**config.mk**
```make
export PLATFORM = sky130hd
export DESIGN_NAME = fft_peak_detect
export DESIGN_NICKNAME = d
export VERILOG_FILES = /design/src/rtl/fft_pkg.sv /design/src/rtl/fft_bin_counter.sv /design/src/rtl/fft_peak_detect.sv
export SDC_FILE = /design/constraint.sdc
export NUM_CORES = 1
export LEC_CHECK = 0
export ABC_AREA = 1
export BUFFER_PORTS_ARGS = -buffer_cell sky130_fd_sc_hd__buf_2
export CORE_ASPECT_RATIO = 2
export CORE_MARGIN = 2
export CORE_UTILIZATION = 60
export CTS_BUF_LIST = sky130_fd_sc_hd__clkbuf_8
export DETAILED_ROUTE_END_ITERATION = 8
export PLACE_DENSITY = 0.88
export SLEW_MARGIN = 10
export SYNTH_ARGS = -nofsm -noshare
export SYNTH_HDL_FRONTEND = slang
export SYNTH_SLANG_ARGS = --single-unit
export TNS_END_PERCENT = 10
```
**constraint.sdc**
```tcl
create_clock -name clk -period 6.7 [get_ports clk]
set_clock_uncertainty 0.2 [all_clocks]
set_input_delay 0.335 -clock clk [delete_from_list [all_inputs] [get_ports clk]]
set_output_delay 0.335 -clock clk [all_outputs]
set_load 0.03 [all_outputs]
```
**src/rtl/fft_pkg.sv**
```systemverilog
// Shared constants, types and width helpers for the FFT post-processing blocks.
package fft_pkg;

  localparam int W_DEF = 16;

  function automatic int mag_width(input int w);
    return 2 * w + 1;
  endfunction

  function automatic int bin_w(input int n_bins);
    return (n_bins > 1) ? $clog2(n_bins) : 1;
  endfunction

  localparam int MAG_W_DEF = mag_width(W_DEF);

  typedef logic [MAG_W_DEF-1:0] mag_t;

endpackage

```
**src/rtl/fft_bin_counter.sv**
```systemverilog
// Wrapping bin counter for one FFT frame. It advances on en, and clr restarts the count at bin 0.
module fft_bin_counter
  import fft_pkg::*;
#(
  parameter int N_BINS = 16,
  parameter int BIN_LO = 1,
  parameter int BIN_HI = 7,
  localparam int BW = bin_w(N_BINS)
) (
  input  logic          clk,
  input  logic          reset,
  input  logic          en,
  input  logic          clr,
  output logic [BW-1:0] bin,
  output logic          is_last,
  output logic          in_window
);

  logic [BW-1:0] cnt_q, cnt_d;

  // A clear takes effect in its own cycle, so a sample that arrives with it is bin 0.
  assign bin       = clr ? '0 : cnt_q;
  assign is_last   = (int'(bin) == N_BINS - 1);
  assign in_window = (int'(bin) >= BIN_LO) && (int'(bin) <= BIN_HI);

  always_comb begin
    cnt_d = bin;
    if (en) cnt_d = is_last ? '0 : bin + BW'(1);
  end

  // NOTE: sequential state uses non-blocking assignments so every flop samples pre-edge values.
  always_ff @(posedge clk or posedge reset) begin
    if (reset) cnt_q <= '0;
    else       cnt_q <= cnt_d;
  end

endmodule

```
**src/rtl/fft_peak_detect.sv**
```systemverilog
// Per-frame argmax of mag_sq over a bin window. It emits a one-cycle result after the last bin of each frame.
module fft_peak_detect
  import fft_pkg::*;
#(
  parameter int W      = W_DEF,
  parameter int N_BINS = 16,
  parameter int BIN_LO = 1,
  parameter int BIN_HI = 7,
  localparam int MW    = mag_width(W),
  localparam int BW    = bin_w(N_BINS)
) (
  input  logic          clk,
  input  logic          reset,
  input  logic          mag_valid,
  input  logic [MW-1:0] mag_sq,
  input  logic [MW-1:0] threshold,
  input  logic          frame_restart,
  output logic          peak_valid,
  output logic [BW-1:0] peak_bin,
  output logic [MW-1:0] peak_mag,
  output logic          peak_above
);

  logic [BW-1:0] bin;
  logic          is_last;
  logic          in_window;

  fft_bin_counter #(
    .N_BINS (N_BINS),
    .BIN_LO (BIN_LO),
    .BIN_HI (BIN_HI)
  ) u_bin_counter (
    .clk       (clk),
    .reset     (reset),
    .en        (mag_valid),
    .clr       (frame_restart),
    .bin       (bin),
    .is_last   (is_last),
    .in_window (in_window)
  );

  logic          full_q, full_d;
  logic [BW-1:0] trk_bin_q, trk_bin_d;
  logic [MW-1:0] trk_mag_q, trk_mag_d;
  logic          peak_valid_q, peak_valid_d;
  logic [BW-1:0] peak_bin_q, peak_bin_d;
  logic [MW-1:0] peak_mag_q, peak_mag_d;
  logic          peak_above_q, peak_above_d;

  logic          cand_full;
  logic [BW-1:0] cand_bin;
  logic [MW-1:0] cand_mag;

  // NOTE: every signal gets a default first, so no path through the block can infer a latch.
  always_comb begin
    peak_valid_d = 1'b0;
    peak_bin_d   = peak_bin_q;
    peak_mag_d   = peak_mag_q;
    peak_above_d = peak_above_q;

    // The candidate is the tracker after this cycle's sample. A restart discards the old frame first.
    cand_full = full_q && !frame_restart;
    cand_bin  = trk_bin_q;
    cand_mag  = trk_mag_q;
    if (mag_valid && in_window && (!cand_full || (mag_sq > cand_mag))) begin
      cand_full = 1'b1;
      cand_bin  = bin;
      cand_mag  = mag_sq;
    end

    full_d    = cand_full;
    trk_bin_d = cand_bin;
    trk_mag_d = cand_mag;

    if (mag_valid && is_last) begin
      peak_valid_d = 1'b1;
      peak_bin_d   = cand_bin;
      peak_mag_d   = cand_mag;
      peak_above_d = (cand_mag >= threshold);
      full_d       = 1'b0;
    end
  end

  always_ff @(posedge clk or posedge reset) begin
    if (reset) begin
      full_q       <= 1'b0;
      trk_bin_q    <= '0;
      trk_mag_q    <= '0;
      peak_valid_q <= 1'b0;
      peak_bin_q   <= '0;
      peak_mag_q   <= '0;
      peak_above_q <= 1'b0;
    end else begin
      full_q       <= full_d;
      trk_bin_q    <= trk_bin_d;
      trk_mag_q    <= trk_mag_d;
      peak_valid_q <= peak_valid_d;
      peak_bin_q   <= peak_bin_d;
      peak_mag_q   <= peak_mag_d;
      peak_above_q <= peak_above_d;
    end
  end

  assign peak_valid = peak_valid_q;
  assign peak_bin   = peak_bin_q;
  assign peak_mag   = peak_mag_q;
  assign peak_above = peak_above_q;

endmodule
```
==> summary.md, run 1 <==
| Metric | Value |
|---|---|
| Status | `finished clean` |
| Fill cells | `699` |
| Max Buffers Root-to-Sink | `2` |
| FF-to-FF setup slack | `1890 ps` |
| Mapped Nets | `841` |
| Area contributors post-synth | `dfrtp_1 (36%), ha_1 (16%), nand2_1 (13%), inv_1 (8.9%), nand3_2 (5.4%)` |
| CP cell instances | `inv_1, ha_1, nand2_1, inv_1, nand2_1, nand2_1, a21oi_1, nand2_1, nor2_1, nand2_1, nand2_1, nand2_2, nand2_4, nand2_1, and2_1, ha_1, nand2_1, nor2_1, nand2_1, nor4_1, nand3b_1, nand4_1, nand2_1, nand2_1` |
| Vias per cell | `5.49` |
| Clk Latency, worst-skew pair | `370 ps` |
| Unique cell type count in the Yosys netlist | `29` |
| Initial DRC Count | `387` |
| I/O pin cnt | `109` |
| Die Y-Extent | `140 microns` |
| Worst Max-Slew Pin Slew | `1130 ps` |
| Yosys top cell area share | `36.4%` |
| Tmin final | `4810 ps` |
| Overflow after GRT | `0` |
| Global-route wire length before repair | `22800 microns` |
| Setup_tns | `0 ps` |
| Synth async-reset ratio | `100%` |
| CP top delay family | `simple AND/OR/NAND/NOR gates` |
| Worst hold margin | `21.0 ps` |
| Worst IR Drop VDD | `0.167 mV` |
| CTS tree | `built` |
| Initial antenna violation count | `0` |
| Nets | `945` |
| Unrepaired setup endpoints after global routing | `no` |
| Sw Pwr | `656 uW` |
| Switching share of power | `36.7%` |
| Comb pwr share | `39.7%` |
| Final Cycle Share | `71.8%` |
| CP Data Required Time | `6810 ps` |
| Global-route usage over all layers | `28.9%` |
| Worst slew margin | `24.6%` |
| Sequential power share | `33.0%` |
| Fmax achieved | `208 MHz` |
| Die ar. | `0.0101 sq mm` |
| Die width | `72.1 microns` |
| Mapped Cells | `702` |
| WL/cell | `15.3 microns` |
| LEAKAGE | `3.85 nW` |
| Ant diodes | `0` |
| Setup CP Type | `reg -> reg` |
| Post-synth EDFFs | `0` |
| Clock root cell | `clkbuf_8` |
| Via Count | `5012` |
| Htree depth | `3` |
| Worst hold path class | `in -> reg` |
| Worst path depth | `24` |
| Critical-path top delay cell | `nand2_4` |
| Multi-input logic area | `0.00289 sq mm` |
| Resize count post-CTS | `0` |
| Most common cell in the netlist | `nand2_1` |
| Final hold vios | `0` |
| Final Setup Violations | `0` |
| Clock network power share | `27.3%` |
| CTS sink cnt | `81` |
| Post-CTS setup buffers | `0` |
| Commonest cells in the netlist | `nand2_1 (193), inv_1 (132), dfrtp_1 (81)` |
| Worst hold path depth | `2` |
| Initial Util | `61.7%` |
| Critical path buffers and inverters | `2` |
| Area of the mapped netlist | `0.00556 sq mm` |
| Antenna-violating nets left | `0` |
| Worst Reg-to-Reg Cells | `24` |
| First-pass DRT Iterations | `5` |
| IO Port Bufs | `108` |
| Clock transition at path regs | `80 ps` |
| Pin count of the biggest net entering global routing | `82` |
| Register area share after synthesis | `36.4%` |
| Vias in the first global route | `5168` |
| Max_cap viols | `0` |
| Num rows | `49` |
| CTS Buf Count | `9` |
| Startpoint types | `flip-flop` |
| Detailed Route WL | `14000 microns` |
| # DRC | `0` |
| Yosys top cell by area | `dfrtp_1` |
| #FFs+latches synth | `81` |
| Hpwl dp | `10400 microns` |
| Slowest stage delay, CP | `690 ps` |
| Seq. cell area | `0.00203 sq mm` |
| Syn_area_per_cell | `7.92 sq um` |
| PwrDens | `279 mW/mm^2` |
| Pins Over Slew Limit | `0` |
| P&R area growth vs syn | `14.9%` |
| Pint | `1.13 mW` |
| Top FF cell, synth | `dfrtp_1` |
| Core Box Area | `0.00901 sq mm` |
| Share of cells above drive strength 1 | `21.2%` |
| Gp weighted congestion | `0.908` |
| Worst path most repeated cell | `nand2_1` |
| # hold bufs at CTS | `0` |
| Synth Warn # | `0` |
| CP max FO | `38` |
| CP arrival | `4920 ps` |
| CP endpoint kind | `flip-flop` |
## path summary, 6_finish.rpt
kind                                     endpoint           from
max                                    peak_above  trk_mag_q[28]
min in group asynchronous             peak_mag[1]          reset
min reg2reg                           peak_bin[0]    peak_bin[0]
max in group asynchronous            peak_mag[10]          reset
min                        u_bin_counter.cnt_q[1]      mag_valid
max reg2reg                            peak_above  trk_mag_q[28]
## state kept, by name (all words and copies together) (netlist names)
signal	flops
peak_mag	33
trk_mag_q	33
peak_bin	4
trk_bin_q	4
u_bin_counter.cnt_q	4
full_q	1
peak_above	1
peak_valid	1
## final cells by class
class / instances / area share, %
clock buffer: 10 / 2.15
clock inverter: 6 / 2.15
inverter: 134 / 7.89
multi-input combinational: 468 / 45.2
sequential: 81 / 31.7
tap: 102 / 2.00
timing repair buffer: 112 / 8.93
## power by group through the flow
stage / registers, mW / clock network, mW / logic, mW
floorplan: 0.592 / 0 / 0.534
global placement: 0.596 / 0 / 0.654
detailed placement: 0.598 / 0 / 0.688
CTS: 0.588 / 0.490 / 0.702
global route: 0.596 / 0.510 / 0.802
finish: 0.588 / 0.488 / 0.708
## cells in the final DEF (no fill, tap or decap), drive strengths merged, types with 2 or more instances in the layout
| cell type | synthesis | final |
|---|---|---|
| a21oi | 29 | 29 |
| and2 | 35 | 35 |
| buf | 11 | 112 |
| bufinv | 0 | 4 |
| clkbuf | 8 | 10 |
| clkinv | 0 | 2 |
| dfrtp | 81 | 81 |
| ha | 69 | 69 |
| inv | 134 | 134 |
| nand2 | 200 | 200 |
| nand3 | 77 | 77 |
| nand4 | 12 | 12 |
| nor2 | 23 | 23 |
| nor4 | 4 | 4 |
| o21ai | 9 | 9 |
| xor2 | 2 | 2 |
## routing by layer
layer  vias to the layer above  global-route usage [%]  share of wire [%]
met4                         0                    17.7                5.0
met1                      2350                    31.7                 37
met3                        51                    2.95                4.7
met2                       203                    51.4                 54
met5                         -                       0                  0
li1                       2408                       -                  -
## logic make-up after synthesis
logic type	synth area share, %
AND/OR/NAND/NOR	31.5
buffers and inverters	11.8
flip-flops	36.4
adder cells (fa/ha/maj)	15.5
AO/OA/AOI/OAI	4.43
XOR/XNOR	0.315
## worst reg2reg max path, stage by stage, from the launching register on
cell	delay, ps
dfrtp_1	370
inv_1	100
ha_1	250
nand2_1	90
inv_1	40
nand2_1	50
nand2_1	60
a21oi_1	240
nand2_1	90
nor2_1	90
nand2_1	50
nand2_1	60
nand2_2	630
nand2_4	700
nand2_1	140
and2_1	190
ha_1	320
nand2_1	80
nor2_1	140
nand2_1	90
nor4_1	380
nand3b_1	130
nand4_1	110
nand2_1	50
nand2_1	70
## through the flow
step	total power [mW]	util, %	cell area, sq um	cells	setup WS (ps)
floorplan	1.13	-	5560	702	3540
global placement	1.25	67.9	6120	897	1990
detailed placement	1.29	67.9	6120	897	1910
CTS	1.78	70.9	6390	913	1960
global route	1.91	70.9	6390	913	1540
finish	1.78	70.9	6390	913	1890
(Power assumes the default switching activity.)
==> run 2, diff against run 1 <==
CORE_UTILIZATION = 58   (was 60)
PLACE_DENSITY = 0.85   (was 0.88)
clock period = 4.5 ns   (was 6.7 ns; I/O delays follow)
==> run 2 against run 1 <==
Clock power up 7.4%. Total power grew 37%. Sequential share of layout area rose by 0.20 points. Highest routed layer unchanged. Final cell count is 0.55% higher. Fmax up 17%. Critical path type unchanged. Via count is 1.3% lower. Setup slack lost 1500 ps. Count of clock-buffer cells in the layout decreased by 1. Final area fell by 0.63%. Largest power group unchanged. Global-route usage down 0.22 points. Routed wire length up 1.4%. Flip-flop and latch count stayed put.
==> summary.md, run 2 (synthesis gave the netlist of run 1 again) <==
| Metric | Value |
|---|---|
| Status | `finished clean` |
| Setup CP Type | `reg -> reg` |
| PnR worst setup slack | `370 ps (-1520 ps)` |
| Tmin final | `4130 ps (-682 ps)` |
| Antenna-violating nets left | `0 (unchanged)` |
| Final hold vios | `0 (unchanged)` |
| Final Cycle Share | `91.8% (+20 points)` |
| P&R area growth vs syn | `14.2%` |
| CTS tree | `built` |
| Switching share of power | `39.1% (+2.4 points)` |
| IO Port Bufs | `108 (unchanged)` |
| Vias per cell | `5.39 (-1.8%)` |
| CP max FO | `36 (-5.3%)` |
| Fmax achieved | `242 MHz (+17%)` |
| Worst hold path class | `in -> reg` |
| Die width | `73.3 microns (+1.6%)` |
| Clk Latency, worst-skew pair | `370 ps (about the same)` |
| Hpwl dp | `10700 microns (+2.5%)` |
| CTS Buf Count | `9 (unchanged)` |
| Vias in the first global route | `5079 (-1.7%)` |
| Die ar. | `0.0104 sq mm (+3.3%)` |
| CP endpoint kind | `flip-flop` |
| Global-route usage over all layers | `28.6% (-0.22 points)` |
| Worst slew margin | `51.1% (+27 points)` |
| Multi-input logic area | `0.00289 sq mm (unchanged)` |
| PwrDens | `386 mW/mm^2 (+38%)` |
| Gp weighted congestion | `0.931 (+2.6%)` |
| Worst Max-Slew Pin Slew | `733 ps (-394 ps)` |
| Core Box Area | `0.00932 sq mm (+3.4%)` |
| CP arrival | `4230 ps (-690 ps)` |
| Grt peak-use layer | `met2` |
| Detailed Route WL | `14200 microns (+1.4%)` |
| Commonest non-fill, non-tap cell in the layout | `nand2_1` |
| Worst IR Drop VDD | `0.258 mV (+54%)` |
| Final Setup Violations | `0 (unchanged)` |
| CTS sink cnt | `81 (unchanged)` |
| Seq. cell area | `0.00203 sq mm (unchanged)` |
| # DRC | `0 (unchanged)` |
| Num rows | `50 (+2.0%)` |
| Sw Pwr | `958 uW (+46%)` |
| Pwr Total | `2.45 mW (+37%)` |
| Clock root cell | `clkbuf_8` |
| Share of cells above drive strength 1 | `21.1% (-0.078 points)` |
| Ant diodes | `0 (unchanged)` |
| Pre-CTS WS | `403 ps (-1500 ps)` |
| Via Count | `4947 (-1.3%)` |
| Startpoint types | `flip-flop` |
| Initial Util | `59.7% (-2.0 points)` |
| Die Y-Extent | `143 microns (+1.7%)` |
| Clock transition at path regs | `80 ps (about the same)` |
| Max Buffers Root-to-Sink | `2 (unchanged)` |
| Fill cells | `793 (+13%)` |
| First-pass DRT Iterations | `5 (unchanged)` |
| Setup_tns | `0 ps (unchanged)` |
| Initial DRC Count | `207 (-47%)` |
| Global-route wire length before repair | `22900 microns (+0.39%)` |
| CP Data Required Time | `4600 ps (-2210 ps)` |
| I/O pin cnt | `109 (unchanged)` |
| Max_cap viols | `0 (unchanged)` |
| Most frequent cells in the layout | `nand2_1 (193), inv_1 (132), buf_2 (108)` |
| M2 GR Usage | `51.2% (-0.22 points)` |
| Htree depth | `3 (unchanged)` |
| WL/cell | `15.4 microns (+0.89%)` |
| Initial antenna violation count | `0 (unchanged)` |
| Nets | `949 (+0.42%)` |
| Sequential power share | `35.8% (+2.8 points)` |
| Overflow after GRT | `0 (unchanged)` |
| Comb pwr share | `42.8% (+3.1 points)` |
| Pin count of the biggest net entering global routing | `42 (-49%)` |
| M1 GR Usage | `31.3% (-0.38 points)` |
| Clock network power share | `21.4% (-5.9 points)` |
| Resize count post-CTS | `0 (unchanged)` |
| LEAKAGE | `3.82 nW (-0.73%)` |
| Pins Over Slew Limit | `0 (unchanged)` |
| Unrepaired setup endpoints after global routing | `no` |
| Pint | `1.49 mW (+32%)` |
| Met3 Use GR | `4.04% (+1.1 points)` |
[run 2: cell count changes in the layout (fill, tap and decap cells not counted)]
| cell | before | now |
|---|---|---|
| buf_12 | 0 | 1 |
| clkbuf_8 | 10 | 9 |
| bufinv_16 | 4 | 1 |
| inv_6 | 1 | 0 |
| buf_4 | 4 | 5 |
| clkinv_4 | 1 | 0 |
| clkinv_2 | 1 | 2 |
| inv_1 | 131 | 132 |
| dlygate4sd3_1 | 0 | 2 |
| clkinvlp_4 | 0 | 3 |
[run 2: metal layers]
layer	wire length [microns]	vias to the layer above	part of all wire, %
met5	0	-	0
met4	686	0	4.8
met3	607	48	4.3
met2	7580	166	54
met1	5280	2320	37
li1	-	2413	-
[run 2: timing repair]
item	in CTS	in global routing
endpoints found under the hold margin	41	0
hold buffers	2	0
setup buffers	0	0
[run 2: through the flow]
stage	utilization, %	hold slack [ps]	cell area (sq um)	std cells
3_3_place_gp	65.9	145	6150	901
3_5_place_dp	65.9	167	6150	901
5_1_grt	68.1	35.0	6350	918
6_report	68.1	15.4	6350	918
2_1_floorplan	-	134	5560	702
4_1_cts	68.1	4.08	6350	918
[run 2: power by group through the flow]
| stage | clock (mW) | combinational (mW) | sequential [mW] |
|---|---|---|---|
| global route | 0.562 | 1.19 | 0.888 |
| detailed placement | 0 | 1.03 | 0.892 |
| finish | 0.524 | 1.05 | 0.878 |
| CTS | 0.534 | 1.05 | 0.878 |
| floorplan | 0 | 0.795 | 0.882 |
| global placement | 0 | 0.993 | 0.887 |
[run 2: worst paths after layout]
kind | from | endpoint | slack [ps] | depth (start not counted)
max | trk_mag_q[32] | peak_above | 370 | 24
min | mag_sq[20] | peak_mag[20] | 20 | 5
max reg2reg | trk_mag_q[32] | peak_above | 370 | 24
min reg2reg | peak_mag[24] | peak_mag[24] | 280 | 2
max in group asynchronous | reset | trk_mag_q[19] | 2760 | 4
min in group asynchronous | reset | peak_mag[30] | 320 | 3
[run 2: area by class of cell]
type                            count  share of cell area [%]
Clock buffer                        9                    1.95
Multi-Input combinational cell    468                    45.4
Clock inverter                      6                   0.965
Timing Repair Buffer              116                    9.73
Tap cell                          104                    2.05
Sequential cell                    81                    31.9
Inverter                          134                    7.94
[run 2: critical path: stages (launching register included)]
cell and delay (ps):
dfrtp_1 370, inv_1 80, ha_1 250, nand2_2 110, inv_1 40, nand2_1 50, nand2_1 50, a21oi_1 190
nand2_1 80, nor2_1 80, nand2_1 60, nand2_1 70, nand2_2 210, nand2_4 450, nand2_1 130, and2_1 200
ha_1 350, nand2_1 80, nor2_1 140, nand2_1 80, nor4_1 420, nand3b_1 140, nand4_1 120, nand2_1 50
nand2_1 70
